`config.mk`:
```
export PLATFORM = sky130hd
export DESIGN_NAME = wb_burst_master
export DESIGN_NICKNAME = d
export VERILOG_FILES = /design/src/rtl/wb_pkg.sv /design/src/rtl/wb_ack_timer.sv /design/src/rtl/wb_burst_master.sv
export SDC_FILE = /design/constraint.sdc
export NUM_CORES = 1
export LEC_CHECK = 0
export BUFFER_PORTS_ARGS = -buffer_cell sky130_fd_sc_hd__buf_2
export CAP_MARGIN = 20
export CORE_MARGIN = 1
export CORE_UTILIZATION = 40
export DETAILED_ROUTE_END_ITERATION = 10
export GPL_TIMING_DRIVEN = 0
export PLACE_DENSITY = 0.71
export SLEW_MARGIN = 20
export SYNTH_ARGS = -nofsm -noshare
export SYNTH_HDL_FRONTEND = slang
export SYNTH_HIERARCHICAL = 1
export SYNTH_SLANG_ARGS = --single-unit
```
`constraint.sdc`:
```
create_clock -name clk -period 2.45 [get_ports clk]
set_input_delay 0.245 -clock clk [delete_from_list [all_inputs] [get_ports clk]]
set_output_delay 0.245 -clock clk [all_outputs]
set_load 0.05 [all_outputs]
```
`src/rtl/wb_pkg.sv`:
```
// Shared Wishbone definitions: master state encoding, default widths and timeout.
package wb_pkg;

  localparam int unsigned WB_AW              = 7;
  localparam int unsigned WB_DW              = 32;
  localparam int unsigned WB_LW              = 4;
  localparam int unsigned WB_TIMEOUT_DEFAULT = 64;

  typedef enum logic [1:0] {
    IDLE,
    ISSUE,
    DRAIN
  } wb_state_e;

endpackage

```
`src/rtl/wb_ack_timer.sv`:
```
// Ack watchdog: counts enabled cycles since the last clear, flags expiry at TIMEOUT.
module wb_ack_timer
  import wb_pkg::*;
#(
  parameter int unsigned TIMEOUT = WB_TIMEOUT_DEFAULT
) (
  input  logic clk,
  input  logic reset,
  input  logic clr_i,
  input  logic en_i,
  output logic expire_o
);

  localparam int unsigned W = $clog2(TIMEOUT + 1);

  logic [W-1:0] cnt_q, cnt_d;

  // An ack in the expiry cycle wins over the abort.
  assign expire_o = !clr_i && (cnt_q == W'(TIMEOUT));

  always_comb begin
    cnt_d = cnt_q;
    if (clr_i) begin
      cnt_d = '0;
    end else if (en_i && !expire_o) begin
      cnt_d = cnt_q + W'(1);
    end
  end

  always_ff @(posedge clk) begin
    if (reset) begin
      cnt_q <= '0;
    end else begin
      cnt_q <= cnt_d;
    end
  end

endmodule

```
`src/rtl/wb_burst_master.sv`:
```
// Pipelined Wishbone initiator: single-beat writes and 1..2**LW-beat read bursts.
// Define WB_BURST_MASTER_TIMEOUT_EN to abort commands whose acks stop arriving.
module wb_burst_master
  import wb_pkg::*;
#(
  parameter int unsigned AW      = WB_AW,
  parameter int unsigned DW      = WB_DW,
  parameter int unsigned LW      = WB_LW,
  parameter int unsigned TIMEOUT = WB_TIMEOUT_DEFAULT
) (
  input  logic          clk,
  input  logic          reset,
  input  logic          i_req_valid,
  output logic          o_req_ready,
  input  logic          i_req_we,
  input  logic [AW-1:0] i_req_addr,
  input  logic [LW-1:0] i_req_len,
  input  logic [DW-1:0] i_req_data,
  output logic          o_rsp_valid,
  output logic [DW-1:0] o_rsp_data,
  output logic          o_rsp_last,
  output logic          o_rsp_err,
  output logic          o_wb_cyc,
  output logic          o_wb_stb,
  output logic          o_wb_we,
  output logic [AW-1:0] o_wb_addr,
  output logic [DW-1:0] o_wb_data,
  input  logic          i_wb_stall,
  input  logic          i_wb_ack,
  input  logic [DW-1:0] i_wb_data
);

  localparam int unsigned CW = LW + 1;

  wb_state_e     state_q, state_d;
  logic          we_q, we_d;
  logic [AW-1:0] addr_q, addr_d;
  logic [DW-1:0] data_q, data_d;
  logic [LW-1:0] len_q, len_d;
  logic [CW-1:0] issued_q, issued_d;
  logic [CW-1:0] acked_q, acked_d;
  logic          rsp_valid_q, rsp_valid_d;
  logic          rsp_last_q, rsp_last_d;
  logic          rsp_err_q, rsp_err_d;
  logic [DW-1:0] rsp_data_q, rsp_data_d;

  logic          ack, beat, expire;
  logic [CW-1:0] total;

  assign ack   = i_wb_ack && (state_q != IDLE);
  assign beat  = (state_q == ISSUE) && !i_wb_stall;
  assign total = {1'b0, len_q} + CW'(1);

`ifdef WB_BURST_MASTER_TIMEOUT_EN
  wb_ack_timer #(
    .TIMEOUT(TIMEOUT)
  ) u_ack_timer (
    .clk     (clk),
    .reset   (reset),
    .clr_i   ((state_q == IDLE) || ack),
    .en_i    (state_q != IDLE),
    .expire_o(expire)
  );
`else
  logic unused_timeout;
  assign unused_timeout = ^TIMEOUT;
  assign expire         = 1'b0;
`endif

  always_comb begin
    state_d     = state_q;
    we_d        = we_q;
    addr_d      = addr_q;
    data_d      = data_q;
    len_d       = len_q;
    issued_d    = issued_q + CW'(beat);
    acked_d     = acked_q + CW'(ack);
    rsp_valid_d = ack;
    rsp_data_d  = (ack && !we_q) ? i_wb_data : '0;
    rsp_last_d  = ack && (acked_d == total);
    rsp_err_d   = 1'b0;

    unique case (state_q)
      IDLE: begin
        if (i_req_valid) begin
          state_d  = ISSUE;
          we_d     = i_req_we;
          addr_d   = i_req_addr;
          data_d   = i_req_data;
          len_d    = i_req_we ? '0 : i_req_len;
          issued_d = '0;
          acked_d  = '0;
        end
      end
      ISSUE: begin
        // A combinational-ack slave may finish the burst while the last beat issues.
        if (beat && (issued_d == total)) begin
          state_d = (acked_d == total) ? IDLE : DRAIN;
        end
      end
      DRAIN: begin
        if (acked_d == total) begin
          state_d = IDLE;
        end
      end
      default: state_d = IDLE;
    endcase

    if (expire) begin
      state_d     = IDLE;
      rsp_valid_d = 1'b1;
      rsp_last_d  = 1'b1;
      rsp_err_d   = 1'b1;
      rsp_data_d  = '0;
    end
  end

  always_ff @(posedge clk) begin
    if (reset) begin
      state_q     <= IDLE;
      we_q        <= 1'b0;
      addr_q      <= '0;
      data_q      <= '0;
      len_q       <= '0;
      issued_q    <= '0;
      acked_q     <= '0;
      rsp_valid_q <= 1'b0;
      rsp_last_q  <= 1'b0;
      rsp_err_q   <= 1'b0;
      rsp_data_q  <= '0;
    end else begin
      state_q     <= state_d;
      we_q        <= we_d;
      addr_q      <= addr_d;
      data_q      <= data_d;
      len_q       <= len_d;
      issued_q    <= issued_d;
      acked_q     <= acked_d;
      rsp_valid_q <= rsp_valid_d;
      rsp_last_q  <= rsp_last_d;
      rsp_err_q   <= rsp_err_d;
      rsp_data_q  <= rsp_data_d;
    end
  end

  assign o_req_ready = (state_q == IDLE);
  assign o_wb_cyc    = (state_q != IDLE);
  assign o_wb_stb    = (state_q == ISSUE);
  assign o_wb_we     = we_q;
  assign o_wb_addr   = addr_q + AW'(issued_q);
  assign o_wb_data   = data_q;
  assign o_rsp_valid = rsp_valid_q;
  assign o_rsp_data  = rsp_data_q;
  assign o_rsp_last  = rsp_last_q;
  assign o_rsp_err   = rsp_err_q;

endmodule

```
==> impl_metrics.ini <==
[worst_hold_path]
hold_class = input pin to register
hold_end = o_rsp_data[10]
min_path_cells = 2
min_from = i_wb_data[10]

[setup_path]
setup.worst_path.end_class = output pin
arrival_ns = 2.09
timing.rr.end = state_q[0]
r2r_slack_ns = 0.22
worst-setup-path-type = register to output pin
critPathMaxFanout = 2
critPathLaunchType = register
cp_data_required_time_ns = 2.20
reg2reg_from = state_q[0]
reg2reg_depth = 8

[route]
remaining_drc_errors = 0
wl_mm = 7.53
via_count = 2890
ant_nets = 0
firstDrtPassIters = 4
drtIter0Drc = 67
wl_per_cell_um = 11.8
drt-vias-per-instance = 4.52

[synth]
synthAdderAreaFrac_pct = 4.41
synth_top_family_by_area = simple AND/OR/NAND/NOR gates
synth_edf_count = 0
yosys_most_used_dff = dfxtp_1
syn_area_per_cell_um2 = 9.04
synth_seq_cells = 90
yosys_warnings = 6
synth-simple-area-share_pct = 22.7
synth.area.mux_share_pct = 0
syn-instance-count = 364
synthXorXnorAreaFrac_pct = 5.59
synth_nets = 456
synth_area_mm2 = 0.00329
synth_cell_types = 31
synthArstFlopShare_pct = 0
synth-compound-area-share_pct = 9.16
synth-seq-area-share_pct = 54.7

[timing]
fin_hold_ws_ns = 0.0901
post-route-period-util_pct = 95.3
fmax_ghz = 0.428
hold_viol_final = 0
period_minus_slack_ns = 2.33
setup_violations = 0
tns_ns = 0
slew_violations = 0
skew_ns = 0.00985

[clock_tree]
clk_pin_slew_ns = 0.09
cts.sinks = 90
cts-root-buf = clkbuf_8
clockBufferDepth = 2
postCtsHoldBufs = 0
cts_tree = built
clk_latency_ns = 0.34
htree_levels = 3
cts-buffers-inserted = 9

[power_and_ir_drop]
ir_drop_uv = 444
p_total_mw = 3.39
p_leak_nw = 2.21
pwr_density_cell_mw_per_mm2 = 754

[layout]
drive_above_1_share_pct = 35.7
antenna_cells = 0
nFillCells = 756
final_area_mm2 = 0.00450
final_cell_mix = buf_2, nand2_1, dfxtp_1
layout-area-overhead-vs-synth_pct = 36.6
final_common_cell = buf_2
nets = 625

[die]
coreArea_mm2 = 0.00785
die_w_um = 92.7
die-area_mm2 = 0.00860
io-pin-count = 159
num_rows = 32
start_util_pct = 41.9
fp.dieH_um = 92.7

[place]
gp_congestion = 0.788
portBuffers = 157
placed_cell_area_mm2 = 0.00422
dpl.hpwl_mm = 5.79

[global_route]
grt_pass1_wl_mm = 12.1
grt_pass1_vias = 2764
grt_max_degree = 16
antenna_found_initial = 0
gr-total-overflow = 0
grtUsageTotal_pct = 17.8

[run_status]
status = complete, no violations

[flow_run]
maxCapViolCount = 0
-- timing repair --
item | 4_1_cts | 5_1_grt
resized for setup | 7 | 7
endpoints found under the setup margin | 1 | 3
gates cloned | 0 | 0
pin swaps | 1 | 2
setup buffers | 1 | 0
-- worst max-delay path by stage --
stage                     start            to  slack [ns]  cells after the start
global placement      addr_q[0]  o_wb_addr[6]        0.14                      9
CTS                   addr_q[0]  o_wb_addr[6]        0.04                      9
global route        issued_q[1]  o_wb_addr[5]       -0.01                      7
floorplan            state_q[0]    state_q[0]        0.06                      8
finish                addr_q[0]  o_wb_addr[6]        0.12                      9
detailed placement    addr_q[0]  o_wb_addr[6]        0.09                      9
-- power by group --
group	internal, mW	leakage (nW)	switching (mW)
combinational	0.189	1.36	0.468
sequential	1.54	0.735	0.0373
clock	0.636	0.116	0.520
total	2.36	2.21	1.02
-- final cells by class --
type                            count  area, um^2  area share, %
Buffer                             18        77.6           1.73
Clock buffer                       11         151           3.37
Clock inverter                      5        85.1           1.89
Inverter                            8        30.0          0.668
Multi-Input combinational cell    248        1410           31.5
Sequential cell                    90        1810           40.2
Tap cell                          102         128           2.84
Timing Repair Buffer              158         805           17.9
-- routing by layer --
metal | share of wire, % | track usage, %
met5 | 0 | 0
met4 | 2.0 | 8.33
met3 | 5.7 | 4.84
met2 | 49 | 30.2
met1 | 43 | 20.8
-- stage by stage --
stage          setup slack, ns  util, %  std cells
6_report                 0.115     57.3        640
3_5_place_dp            0.0922     53.8        623
3_3_place_gp             0.142     53.8        623
5_1_grt                -0.0138     57.3        640
4_1_cts                 0.0398     57.1        640
2_1_floorplan           0.0584        -        364
-- worst max-delay path, stage by stage, from the launching register on --
cell and delay, ns:
dfxtp_2 0.35, ha_1 0.16, inv_1 0.06, fa_2 0.35, nor2b_1 0.15, o21ai_2 0.08
a21boi_2 0.17, o21ai_2 0.10, xnor2_2 0.14, buf_6 0.18
-- state kept, by name, summed over array words and instances (netlist names) --
register     flops
o_rsp_valid      1
len_q            4
addr_q           7
state_q          2
o_rsp_last       1
o_rsp_data      32
o_wb_we          1
acked_q          5
o_wb_data       32
issued_q         5
-- synth_stat cells (2+ instances only) --
library cell / n / area, um^2
ha_1: 10 / 125
nand3b_1: 4 / 30.0
nor2_1: 12 / 45.0
clkbuf_1: 12 / 45.0
inv_1: 8 / 30.0
and2_1: 37 / 231
o21ai_0: 3 / 15.0
nand2b_1: 2 / 12.5
buf_2: 5 / 25.0
nor3_1: 2 / 10.0
a21oi_1: 46 / 230
xor2_1: 10 / 87.6
xnor2_1: 11 / 96.3
nand3_1: 6 / 30.0
nor2b_1: 4 / 25.0
dfxtp_1: 90 / 1800
nand2_1: 88 / 330
-- cell families after synthesis --
| kind of cell | count (synthesis) |
|---|---|
| AOI/OAI and AO/OA | 56 |
| xor gates and xnor gates | 21 |
| adders and majority gates | 11 |
| buffers and inverters | 26 |
| DFF | 90 |
| other | 1 |
| and+or+nand+nor | 159 |
No activity file was read; power rests on OpenSTA's default activity.
